[src/rtl/riscv151_io_pkg.sv]
// Shared definitions for the memory-mapped I/O window: register offsets and
// the UART transmit state encoding.
package riscv151_io_pkg;

    localparam logic [7:0] IO_CTRL    = 8'h00;
    localparam logic [7:0] IO_RX      = 8'h04;
    localparam logic [7:0] IO_TX      = 8'h08;
    localparam logic [7:0] IO_CYC     = 8'h10;
    localparam logic [7:0] IO_INSTR   = 8'h14;
    localparam logic [7:0] IO_CNT_RST = 8'h18;

    typedef enum logic {
        TX_IDLE = 1'b0,
        TX_SEND = 1'b1
    } tx_state_e;

endpackage

[src/rtl/io_counters.sv]
// Free-running cycle counter and retired-instruction counter with a shared
// synchronous clear; both wrap at 32 bits.
module io_counters (
    input  logic        clk,
    input  logic        rst,
    input  logic        clr,
    input  logic        instr_inc,
    output logic [31:0] cyc_cnt,
    output logic [31:0] instr_cnt
);

    logic [31:0] cyc_q, cyc_d;
    logic [31:0] instr_q, instr_d;

    // Clear has priority over the increments in the same cycle.
    always_comb begin
        cyc_d   = cyc_q + 32'd1;
        instr_d = instr_q + {31'd0, instr_inc};
        if (clr) begin
            cyc_d   = 32'd0;
            instr_d = 32'd0;
        end
    end

    always_ff @(posedge clk or negedge rst) begin
        if (!rst) begin
            cyc_q   <= 32'd0;
            instr_q <= 32'd0;
        end else begin
            cyc_q   <= cyc_d;
            instr_q <= instr_d;
        end
    end

    assign cyc_cnt   = cyc_q;
    assign instr_cnt = instr_q;

endmodule

[src/rtl/mmio_uart_ctrl.sv]
// MMIO controller: decodes the I/O window, sequences UART TX/RX handshakes and
// returns read data one cycle after the request, like the synchronous memories.
module mmio_uart_ctrl
    import riscv151_io_pkg::*;
#(
    parameter logic [3:0] IO_BASE_NIBBLE = 4'h8
) (
    input  logic        clk,
    input  logic        rst,
    input  logic [31:0] addr,
    input  logic [31:0] wdata,
    input  logic [3:0]  we,
    input  logic        re,
    input  logic        instr_retired,
    output logic        io_hit,
    output logic [31:0] rdata,
    output logic [7:0]  uart_tx_data,
    output logic        uart_tx_valid,
    input  logic        uart_tx_ready,
    input  logic [7:0]  uart_rx_data,
    input  logic        uart_rx_valid,
    output logic        uart_rx_ready
);

    tx_state_e   state_q, state_d;
    logic [7:0]  tx_data_q, tx_data_d;
    logic [31:0] rdata_q, rdata_d;
    logic [31:0] cyc_cnt, instr_cnt;
    logic [7:0]  off;
    logic        io_wr, io_rd, tx_free;
    logic        unused_ok;

    assign io_hit = (addr[31:28] == IO_BASE_NIBBLE);
    assign off    = addr[7:0];
    assign io_wr  = io_hit && (we != 4'b0000);
    assign io_rd  = io_hit && re;

    assign uart_rx_ready = io_rd && (off == IO_RX) && uart_rx_valid;

    always_comb begin
        state_d       = state_q;
        tx_data_d     = tx_data_q;
        uart_tx_valid = 1'b0;
        tx_free       = 1'b0;
        case (state_q)
            TX_IDLE: begin
                tx_free = 1'b1;
                if (io_wr && (off == IO_TX)) begin
                    tx_data_d = wdata[7:0];
                    state_d   = TX_SEND;
                end
            end
            TX_SEND: begin
                uart_tx_valid = 1'b1;
                if (uart_tx_ready) begin
                    state_d = TX_IDLE;
                end
            end
            default: state_d = TX_IDLE;
        endcase
    end

    // Reads sample pre-edge state, so a same-cycle write is not visible yet.
    always_comb begin
        rdata_d = rdata_q;
        if (io_rd) begin
            case (off)
                IO_CTRL:  rdata_d = {30'd0, uart_rx_valid, tx_free};
                IO_RX:    rdata_d = uart_rx_valid ? {24'd0, uart_rx_data} : 32'd0;
                IO_CYC:   rdata_d = cyc_cnt;
                IO_INSTR: rdata_d = instr_cnt;
                default:  rdata_d = 32'd0;
            endcase
        end
    end

    always_ff @(posedge clk or negedge rst) begin
        if (!rst) begin
            state_q   <= TX_IDLE;
            tx_data_q <= 8'd0;
            rdata_q   <= 32'd0;
        end else begin
            state_q   <= state_d;
            tx_data_q <= tx_data_d;
            rdata_q   <= rdata_d;
        end
    end

    io_counters u_counters (
        .clk       (clk),
        .rst       (rst),
        .clr       (io_wr && (off == IO_CNT_RST)),
        .instr_inc (instr_retired),
        .cyc_cnt   (cyc_cnt),
        .instr_cnt (instr_cnt)
    );

    assign rdata        = rdata_q;
    assign uart_tx_data = tx_data_q;

    assign unused_ok = ^{wdata[31:8], addr[27:8]};

endmodule

[config.mk]
export PLATFORM = sky130hd
export DESIGN_NAME = mmio_uart_ctrl
export DESIGN_NICKNAME = d
export VERILOG_FILES = /design/src/rtl/riscv151_io_pkg.sv /design/src/rtl/io_counters.sv /design/src/rtl/mmio_uart_ctrl.sv
export SDC_FILE = /design/constraint.sdc
export NUM_CORES = 1
export LEC_CHECK = 0
export ABC_AREA = 1
export CORE_ASPECT_RATIO = 1.4
export CORE_MARGIN = 3
export CORE_UTILIZATION = 52
export CTS_CLUSTER_SIZE = 10
export DETAILED_ROUTE_END_ITERATION = 8
export GPL_TIMING_DRIVEN = 0
export PLACE_DENSITY = 0.87
export SYNTH_ARGS = -nofsm -noshare
export SYNTH_HDL_FRONTEND = slang
export SYNTH_SLANG_ARGS = --single-unit
[constraint.sdc]
create_clock -name clk -period 1.9 [get_ports clk]
set_clock_uncertainty 0.2 [all_clocks]
set_input_delay 0.38 -clock clk [delete_from_list [all_inputs] [get_ports clk]]
set_output_delay 0.38 -clock clk [all_outputs]
set_load 0.01 [all_outputs]
==> results list <==
- At the end of the flow, the number of nets in the layout was around 1100.
- Leakage power summed over all cells: between 3 and 4 nW
* Worst EP required: between 1 and 1.5 ns
- Switching Fraction: between 30% and 40%
- Critical Path Stages: 1
- Delay of the slowest cell on the worst path: between 0.5 and 0.6 ns
* Portion of synthesized cell area occupied by the leading cell type: about 44%
- In the finished design, the share of the clock period the worst path needs comes to approximately 99%.
- Together, buffers and inverters on the worst path number 1.
- Post-synth top flop: sky130_fd_sc_hd__dfrtp_1
- In the final layout, the multi-input gates occupy just under 3000 um2.
- Dominant delay contributor by cell family on the critical path: buffers and inverters
* Proportion of synthesized flip-flops having asynchronous set or reset: between 90% and 100%
* Cell with the most instances after synthesis: sky130_fd_sc_hd__nand2_1
* Register cell area after layout: 2630 um2
* Max Slew Vio Count: 0
- After synthesis the cells add up to roughly 5900 um2.
* CTS tree: done
* Largest net degree at the start of global routing: around 60
* Crit path max fanout: 2
- Crit path to: rdata[13]
- Total of warnings raised by yosys: 0
- After synthesis the netlist holds a flip-flop and latch count of 105.
* Overall power consumption: approximately 5.9 mW
- Worst setup timing slack at the placement stage: -1.17 ns
- The floorplan step set the die height to approximately 130 um.
- Tracing the worst setup path back leads to its startpoint at rdata[13]$_DFFE_PN0P_.
* Wire length per cell after detailed routing: ~16 um
- Cells with a size suffix above 1 make up 10.0% of the layout.
* Post-layout worst setup margin: around 0.014 ns
- Sequential group share of total power: between 40% and 50%
* Startpoint class of the critical path: flip-flop
- Nature of the critical path endpoint: output pin
- Maximum Capacitance Violations: 0
- Num CTS Buffers: 9
- The detailed router finished its first iteration with about 520 violations.
* Total grt overflow: 0
* Mean instance size in the synthesized netlist: 6.91 um2
* Post-layout instance area: 7460 um2
- Post-synth cell types: 31
- Die outline width: ~96 um
- Clock transition at the registers of the reported paths: approximately 0.080 ns
- The first global-routing pass estimated around 29 mm of wire.
* Worst-Margin Slew: 0.791 ns
- between 100 and 150 I/O pins were placed.
- For the worst setup path, the data arrival time is between 1 and 1.5 ns.
- Total count of hold-check failures in the final report: 0
- Antenna cell count: 0
* Worst hold path class: reg2reg
- H-Tree Level Count: 3
- Result of the run: finished, final reports clean
* Core area: ~11000 um2
- FF-to-FF End: u_counters.instr_cnt[19]$_DFF_PN0_
- Yosys mapped a number of flops with a built-in enable equal to 0.
- Traced cell by cell, the critical path runs through clkdlybuf4s50_1.
- Via count: ~6000
- Post-Syn Instances: around 860
* Number of global-route vias before repair: 5995
- Detailed placement finished with a half-perimeter wire length of 12.8 mm.
- Of all cell types, the one taking the most synthesized area is sky130_fd_sc_hd__dfrtp_1.
* Clk pwr share: roughly a third
- For the worst flop-to-flop path, the logic depth is 7.
- Max Clock Freq: about 530 MHz
- Total Die Area: around 13000 um2
- Cell types with the highest counts after synthesis: sky130_fd_sc_hd__nand2_1 (312), sky130_fd_sc_hd__nor2_1 (167), sky130_fd_sc_hd__dfrtp_1 (105)
* Standard cell with the maximum stage delay on the critical path: sky130_fd_sc_hd__clkdlybuf4s50_1
- Power density over the cells: approximately 800 nW/um2
- For this design the total switching power over the nets is around 1.8 mW.
* Dpl cell area: between 6000 and 7000 um2
- For this run, design rule violations remaining after detail routing come to 0.
- Average vias per placed instance: 5.48
* Clock Latency Late Sink: between 0.3 and 0.4 ns
- The area growth from synthesis to layout is 25.6%.
* Final wirelength: 18.0 mm
- The critical path is of the reg2out type.
- Share of synthesized area occupied by flip-flops and latches: ~44%
- Routability-driven placement finished with a final weighted congestion of roughly 0.96.
* Deepest clock path buffer count: 2
- TritonRoute pass-1 iters: 5
- Number of filler instances in the final layout: 910
* Clock Tree Root: sky130_fd_sc_hd__clkbuf_16
- Cell types occupying the most area after synthesis: sky130_fd_sc_hd__dfrtp_1 (44%), sky130_fd_sc_hd__nand2_1 (20%), sky130_fd_sc_hd__nor2_1 (11%), sky130_fd_sc_hd__inv_1 (5.5%), sky130_fd_sc_hd__nand3_1 (4.6%)
- Once the floorplan was initialized, standard cells occupied between 50% and 60% of the core.
* Max-slew headroom: between 40% and 50%
- Antenna violations before repair: 0
- The worst register-to-register path begins at u_counters.instr_cnt[0]$_DFF_PN0_.
- The initialized floorplan defines 45 standard-cell rows.
- Number of clock sinks: approximately 110
- Number of failing setup endpoints in the final timing report: 0
* Min cycle time layout: 1.89 ns
* Overall routing resource usage: ~29%
- The number of nets in the synthesized netlist is approximately 940.
* Cell Int Power: a little over 4 mW
- The worst-case IR drop observed on VDD is around 0.6 mV.
- Share of power burned in combinational logic: between 15 and 20%
* Register-to-Register Setup Slack: roughly 0.14 ns
- Port-buffer cells: slightly below 80
* Antenna-violating nets left: 0
==> logic make-up after synthesis <==
| group | synth area share (%) |
|---|---|
| XOR/XNOR | 2.95 |
| buffers and inverters | 7.76 |
| AO/OA/AOI/OAI | 4.45 |
| AND/OR/NAND/NOR | 39.9 |
| adder cells (fa/ha/maj) | 0.632 |
| flip-flops | 44.3 |
==> stage by stage <==
stage / cells / hold WS [ns] / setup TNS [ns] / util (%)
after CTS: 1109 / 0.285 / 0 / 67.2
after global placement: 1079 / 0.262 / -415.80 / 62.9
after detailed placement: 1080 / 0.267 / -32.06 / 63.1
final: 1110 / 0.283 / 0 / 67.9
after floorplan: 859 / -0.116 / 0 / -
after global routing: 1110 / 0.300 / -0.208 / 67.9
==> layout by cell type, fill, tap and decap left out, types with 5 or more instances in the layout <==
cell	count
sky130_fd_sc_hd__nand2_1	307
sky130_fd_sc_hd__nor2_1	157
sky130_fd_sc_hd__dfrtp_1	105
sky130_fd_sc_hd__inv_1	83
sky130_fd_sc_hd__clkdlybuf4s50_1	58
sky130_fd_sc_hd__nand3_1	52
sky130_fd_sc_hd__buf_4	21
sky130_fd_sc_hd__o21ai_0	20
sky130_fd_sc_hd__xor2_1	19
sky130_fd_sc_hd__o22ai_1	17
sky130_fd_sc_hd__dlygate4sd2_1	12
sky130_fd_sc_hd__nand2_2	11
sky130_fd_sc_hd__nor2_4	11
sky130_fd_sc_hd__nor2_2	11
sky130_fd_sc_hd__clkbuf_16	9
sky130_fd_sc_hd__a21oi_1	8
sky130_fd_sc_hd__nor3_1	8
sky130_fd_sc_hd__buf_2	6
sky130_fd_sc_hd__inv_2	5
sky130_fd_sc_hd__clkbuf_1	5
sky130_fd_sc_hd__dlymetal6s2s_1	5
==> area by class of cell <==
type	count	area share (%)
multi-input combinational	644	39.4
sequential	105	35.2
timing repair buffer	96	12.5
inverter	90	4.53
clock buffer	11	3.39
tap	141	2.37
buffer	19	1.59
clock inverter	4	1.02
==> sequential cells by signal, summed over array words and instances (netlist names) <==
name,count
rdata,32
state_q,1
u_counters.cyc_cnt,32
u_counters.instr_cnt,32
uart_tx_data,8
==> power by group through the flow <==
stage / logic, mW / registers [mW] / clock network, mW
after floorplan: 0.707 / 2.72 / 0
after global placement: 0.971 / 2.79 / 0
after detailed placement: 1.01 / 2.80 / 0
after CTS: 1.04 / 2.76 / 2.05
after global routing: 1.23 / 2.82 / 2.16
final: 1.09 / 2.79 / 2.07
==> what timing repair did <==
item,4_1_cts,5_1_grt
pin swaps,10,7
buffers inserted,13,2
hold buffers,1,0
resized for setup,36,23
endpoints found under the hold margin,59,0
endpoints found under the setup margin,25,34
==> metal layers <==
| layer | vias to the layer above | wire [um] | global-route usage, % |
|---|---|---|---|
| li1 | 2850 | - | - |
| met1 | 2854 | 6380 | 35.0 |
| met2 | 298 | 9300 | 49.3 |
| met3 | 85 | 1170 | 3.13 |
| met4 | 0 | 1100 | 15.9 |
| met5 | - | 0 | 0 |
==> worst min-delay path by stage <==
stage                                     start  cells after the start               endpoint  slack (ns)
after global placement     rdata[4]$_DFFE_PN0P_                      2   rdata[4]$_DFFE_PN0P_        0.26
after detailed placement  rdata[12]$_DFFE_PN0P_                      2  rdata[12]$_DFFE_PN0P_        0.27
after global routing      rdata[12]$_DFFE_PN0P_                      2  rdata[12]$_DFFE_PN0P_        0.30
after CTS                 rdata[22]$_DFFE_PN0P_                      2  rdata[22]$_DFFE_PN0P_        0.29
final                     rdata[12]$_DFFE_PN0P_                      2  rdata[12]$_DFFE_PN0P_        0.28
after floorplan                             rst                      0   rdata[0]$_DFFE_PN0P_       -0.12
No activity file was read; power rests on OpenSTA's default activity.
